[src/rtl/jtag_pa.sv]
`default_nettype none
// ============================================================================
//  Module      : jtag_pa (package)
//  Description : Shared JTAG definitions. Holds the scan register width, the
//                default length of the TMS=1 reset preamble and the TAP state
//                enumeration used by both the host scan engine and the TAP FSM.
//  Revision    : 1.0 - initial release
// ============================================================================
package jtag_pa;

    // Width of the IR and of the USER data register.
    localparam int REG_W = 8;

    // Five TMS=1 clocks drive any TAP into Test-Logic-Reset from any state.
    localparam int RESET_TMS_CYCLES_DEFAULT = 5;

    // Reduced TAP state set: only the states a single RTI-to-RTI scan visits.
    // CAPTURE/SHIFT/EXIT1/UPDATE are shared between the DR and IR branches;
    // which branch is being walked is held separately by the scan engine.
    typedef enum logic [2:0] {
        TAP_TLR     = 3'd0,
        TAP_RTI     = 3'd1,
        TAP_SEL_DR  = 3'd2,
        TAP_SEL_IR  = 3'd3,
        TAP_CAPTURE = 3'd4,
        TAP_SHIFT   = 3'd5,
        TAP_EXIT1   = 3'd6,
        TAP_UPDATE  = 3'd7
    } tap_state_t;

endpackage : jtag_pa
`default_nettype wire

[src/rtl/jtag_host.sv]
`default_nettype none
// ============================================================================
//  Module      : jtag_host
//  Description : Host-side JTAG scan engine. Runs one complete IR or DR scan of
//                REG_W bits per request, from Run-Test/Idle back to
//                Run-Test/Idle, and returns the TDO bits captured in Shift.
//  Ports       : i_tclk   - scan clock (all state changes on posedge)
//                i_trst_n - asynchronous active-low reset, aborts any scan
//                i_start  - request pulse, accepted only while o_busy=0
//                i_isIr   - 1 = IR scan, 0 = DR scan (sampled with i_start)
//                i_data   - bits to shift out on TDI, LSB first
//                o_busy   - high from reset / acceptance until scan completion
//                o_done   - one-cycle pulse in the first RTI cycle after a scan
//                o_data   - captured TDO bits, first captured bit in bit 0
//                o_tms, o_tdi - TAP control/data lines, i_tdo - TAP data out
//  Revision    : 1.0 - initial release
// ============================================================================
module jtag_host
    import jtag_pa::*;
#(
    // Must be at least 5 so the TAP reaches Test-Logic-Reset from any state.
    parameter int RESET_TMS_CYCLES = RESET_TMS_CYCLES_DEFAULT
) (
    input  logic             i_tclk,
    input  logic             i_trst_n,
    input  logic             i_start,
    input  logic             i_isIr,
    input  logic [REG_W-1:0] i_data,
    output logic             o_busy,
    output logic             o_done,
    output logic [REG_W-1:0] o_data,
    output logic             o_tms,
    output logic             o_tdi,
    input  logic             i_tdo
);

    localparam int CNT_W = (REG_W > 1) ? $clog2(REG_W) : 1;
    localparam int RST_W = $clog2(RESET_TMS_CYCLES + 1);

    localparam logic [CNT_W-1:0] C_LAST_BIT = CNT_W'(REG_W - 1);
    localparam logic [RST_W-1:0] C_RST_LAST = RST_W'(RESET_TMS_CYCLES);

    // The state register tracks the TAP's own state cycle for cycle.
    tap_state_t         r_state;
    logic [RST_W-1:0]   r_rst_cnt;
    logic [CNT_W-1:0]   r_bit_cnt;
    logic [REG_W-1:0]   r_shreg;
    logic               r_req;
    logic               r_is_ir;
    logic               r_done;
    logic [REG_W-1:0]   r_data;

    logic               w_tms;

    always_ff @(posedge i_tclk or negedge i_trst_n) begin
        if (!i_trst_n) begin
            r_state   <= TAP_TLR;
            r_rst_cnt <= '0;
            r_bit_cnt <= '0;
            r_shreg   <= '0;
            r_req     <= 1'b0;
            r_is_ir   <= 1'b0;
            r_done    <= 1'b0;
            r_data    <= '0;
        end else begin
            r_done <= 1'b0;
            case (r_state)
                TAP_TLR: begin
                    // Count the TMS=1 preamble; the final TLR cycle drives
                    // TMS=0 so the TAP follows us into RTI.
                    if (r_rst_cnt < C_RST_LAST) begin
                        r_rst_cnt <= r_rst_cnt + RST_W'(1);
                    end else begin
                        r_state <= TAP_RTI;
                    end
                end
                TAP_RTI: begin
                    // Acceptance only latches the request; the TAP leaves
                    // RTI on the following edge, when TMS=1 is already driven.
                    if (r_req) begin
                        r_state <= TAP_SEL_DR;
                    end else if (i_start) begin
                        r_req   <= 1'b1;
                        r_is_ir <= i_isIr;
                        r_shreg <= i_data;
                    end
                end
                TAP_SEL_DR: begin
                    r_state <= r_is_ir ? TAP_SEL_IR : TAP_CAPTURE;
                end
                TAP_SEL_IR: begin
                    r_state <= TAP_CAPTURE;
                end
                TAP_CAPTURE: begin
                    r_bit_cnt <= '0;
                    r_state   <= TAP_SHIFT;
                end
                TAP_SHIFT: begin
                    // TDO enters at the top while TDI leaves from bit 0, so
                    // after REG_W shifts the first captured bit sits in bit 0.
                    r_shreg   <= {i_tdo, r_shreg[REG_W-1:1]};
                    r_bit_cnt <= r_bit_cnt + CNT_W'(1);
                    if (r_bit_cnt == C_LAST_BIT) begin
                        r_state <= TAP_EXIT1;
                    end
                end
                TAP_EXIT1: begin
                    r_state <= TAP_UPDATE;
                end
                TAP_UPDATE: begin
                    r_state <= TAP_RTI;
                    r_req   <= 1'b0;
                    r_data  <= r_shreg;
                    r_done  <= 1'b1;
                end
                default: begin
                    r_state <= TAP_TLR;
                end
            endcase
        end
    end

    // TMS is a pure decode of registered state, so a request never reaches
    // the TAP combinationally.
    always_comb begin
        w_tms = 1'b0;
        case (r_state)
            TAP_TLR:     w_tms = (r_rst_cnt < C_RST_LAST);
            TAP_RTI:     w_tms = r_req;
            TAP_SEL_DR:  w_tms = r_is_ir;
            TAP_SEL_IR:  w_tms = 1'b0;
            TAP_CAPTURE: w_tms = 1'b0;
            TAP_SHIFT:   w_tms = (r_bit_cnt == C_LAST_BIT);
            TAP_EXIT1:   w_tms = 1'b1;
            TAP_UPDATE:  w_tms = 1'b0;
            default:     w_tms = 1'b1;
        endcase
    end

    assign o_tms  = w_tms;
    assign o_tdi  = (r_state == TAP_SHIFT) && r_shreg[0];
    assign o_busy = (r_state != TAP_RTI) || r_req;
    assign o_done = r_done;
    assign o_data = r_data;

endmodule : jtag_host
`default_nettype wire

[config.mk]
export PLATFORM = sky130hd
export DESIGN_NAME = jtag_host
export DESIGN_NICKNAME = d
export VERILOG_FILES = /design/src/rtl/jtag_pa.sv /design/src/rtl/jtag_host.sv
export SDC_FILE = /design/constraint.sdc
export NUM_CORES = 1
export LEC_CHECK = 0
export ABC_AREA = 1
export ABC_CLOCK_PERIOD_IN_PS = 1950
export BUFFER_PORTS_ARGS = -buffer_cell sky130_fd_sc_hd__buf_2
export CORE_MARGIN = 4
export CORE_UTILIZATION = 40
export CTS_BUF_LIST = sky130_fd_sc_hd__clkbuf_4
export DETAILED_ROUTE_END_ITERATION = 6
export SLEW_MARGIN = 20
export SYNTH_ARGS = -nofsm -noshare
export SYNTH_HDL_FRONTEND = slang
export SYNTH_SLANG_ARGS = --single-unit
[constraint.sdc]
create_clock -name i_tclk -period 1.95 [get_ports i_tclk]
set_clock_uncertainty 0.2 [all_clocks]
set_input_delay 0.39 -clock i_tclk [delete_from_list [all_inputs] [get_ports i_tclk]]
set_output_delay 0.39 -clock i_tclk [all_outputs]
set_load 0.02 [all_outputs]
==> results.tsv <==
metric	value	unit
diodes	0	
setup_ws	-0.185	ns
register_area	704	µm²
cp_max_fo	2	
syn_avg_cell_area	8.67	µm²
utilization	0.477	
grt_pass1_wl	4630	µm
hpwl	1890	µm
die_w	67.3	µm
drv_slew	0	
grt_start_max_net_pins	29	
wl_per_cell	11.4	µm
synth_warnings	0	
hp-class	input pin to flip-flop	
period_needed	2.13	ns
arrival	1.54	ns
finalSetupViolCount	1	
initial_core_util	0.418	
placed_area	0.00152	mm²
rows	21	
hold_viol_final	0	
syn_nets	178	
ios	25	
final_cell_mix	nand2_1, dfrtp_1, buf_2, inv_1, o21ai_0	
async_flop_share	1.00	
tightest_slew	0.611	ns
avgViaCountPerCell	4.67	
layout.nets	204	
yosysSeqAreaShare	0.499	
insertion_delay	0.32	ns
cp-start-kind	flip-flop	
clk_pin_slew	0.14	ns
power.density	1440	mW/mm²
violations	negative setup slack	
htree_levels	1	
drt_iter0_markers	54	
place_congestion	0.809	
area_growth	14.1	%
multi_input_area	566	µm²
cp.required	1.36	ns
ys_ff_latch	28	
clk_path_buf_depth	2	
drc	0	
synthFlopType	dfrtp_1	
antenna_found_initial	0	
dieArea	0.00453	mm²
synth_area	0.00141	mm²
cts_num_sinks	28	
syn_inst	162	
status	finished with violations	
ys_top_cells_by_area	dfrtp_1, nand2_1, o21ai_0	
yosysTopAreaCell	dfrtp_1	
grt_use_total	0.136	
overflow	0	
core	0.00336	mm²
design_area	0.00160	mm²
fmax	468	MHz
drive_gt1_frac	0.263	
port_buffers	24	
yosys.cell_types.count	25	
maxCapViolCount	0	
fillers	346	
cts-buffers-inserted	3	
firstDrtPassIters	2	
relSlewSlack	0.592	
crit_type	flip-flop to output pin	
rsz0062_at_grt	yes	
whs	0.0997	ns
grt_pass1_vias	1093	
cts_tree	yes	
final_antenna_net_count	0	
total_leakage_power	0.826	nW
worstSetupEndpointType	output pin	
synth_top_area_share	0.499	
die_y	67.3	µm
synth-edff-count	0	
dp_slack	0.0761	ns
wl	2640	µm
cts-root-buf	clkbuf_4	
vias	1084	
layout_commonest_cell	nand2_1	
finalCritPeriodShare	1.09	
peakVddDrop	655	µV
power breakdown:
part	leakage, nW	internal, mW	switching (mW)
combinational	0.472	0.401	0.695
clock	0.0138	0.0725	0.161
sequential	0.341	0.809	0.162
total	0.826	1.28	1.02
registers in the layout, indices dropped and copies added (netlist names):
| signal | cells |
|---|---|
| o_data | 8 |
| r_bit_cnt | 3 |
| r_state | 3 |
| r_rst_cnt | 3 |
| o_done | 1 |
| r_req | 1 |
| r_is_ir | 1 |
| r_shreg | 8 |
worst paths after layout:
path | from | to | slack, ns | cells after the start
worst max-delay path | r_bit_cnt[0] | o_tms | -0.18 | 7
worst min-delay path | i_isIr | r_is_ir | 0.1 | 3
worst max register to register | r_state[1] | r_state[0] | 0.45 | 7
worst min register to register | o_data[2] | o_data[2] | 0.30 | 2
max in group asynchronous | i_trst_n | r_state[2] | 0.71 | 2
min in group asynchronous | i_trst_n | r_req | 0.40 | 2
synth_stat cells (2+ instances only):
master	n
nand3_1	5
nand2_1	44
ha_1	3
dfrtp_1	28
o21ai_0	17
a21oi_1	3
inv_1	21
o21ai_2	2
buf_6	5
nor2_1	10
o21ai_1	9
buf_4	2
cells by family after synthesis:
logic type / count (synthesis) / synth area share
AND/OR/NAND/NOR: 64 / 0.202
AO/OA/AOI/OAI: 35 / 0.143
multiplexers: 1 / 0.00712
buffers and inverters: 30 / 0.116
XOR/XNOR: 1 / 0.00623
flip-flops: 28 / 0.499
adder cells (fa/ha/maj): 3 / 0.0267
layer usage:
metal	wire length, µm	GRT usage	vias up
met1	1170	0.149	496
met2	1310	0.248	21
met5	0	0	-
met3	119	0.0433	4
li1	-	-	563
met4	29	0.0430	0
stage by stage:
stage	instances	setup TNS (ns)	power [mW]
final	232	-0.185	2.30
after detailed placement	226	0	2.02
after CTS	232	-0.253	2.32
after global routing	232	-0.355	2.51
after global placement	226	0	1.99
after floorplan	162	0	1.84
critical path, stage by stage, from the launching register on:
cell	delay, ns
dfrtp_1	0.42
ha_2	0.20
ha_4	0.16
inv_2	0.05
nor2_2	0.04
a21oi_2	0.11
nand3_1	0.10
buf_6	0.14
cell type report:
| type | count | share of cell area |
|---|---|---|
| sequential | 28 | 0.439 |
| tap | 46 | 0.0359 |
| multi-input combinational | 104 | 0.353 |
| timing repair buffer | 28 | 0.101 |
| clock buffer | 3 | 0.0141 |
| inverter | 23 | 0.0570 |
repair_timing:
item,4_1_cts,5_1_grt
setup endpoints to repair,3,2
pin swaps,2,1
resized for setup,9,5
buffers inserted,2,0
hold endpoints to repair,28,0
hold buffers,1,0
Note: power is estimated with default switching activity, not from simulation.
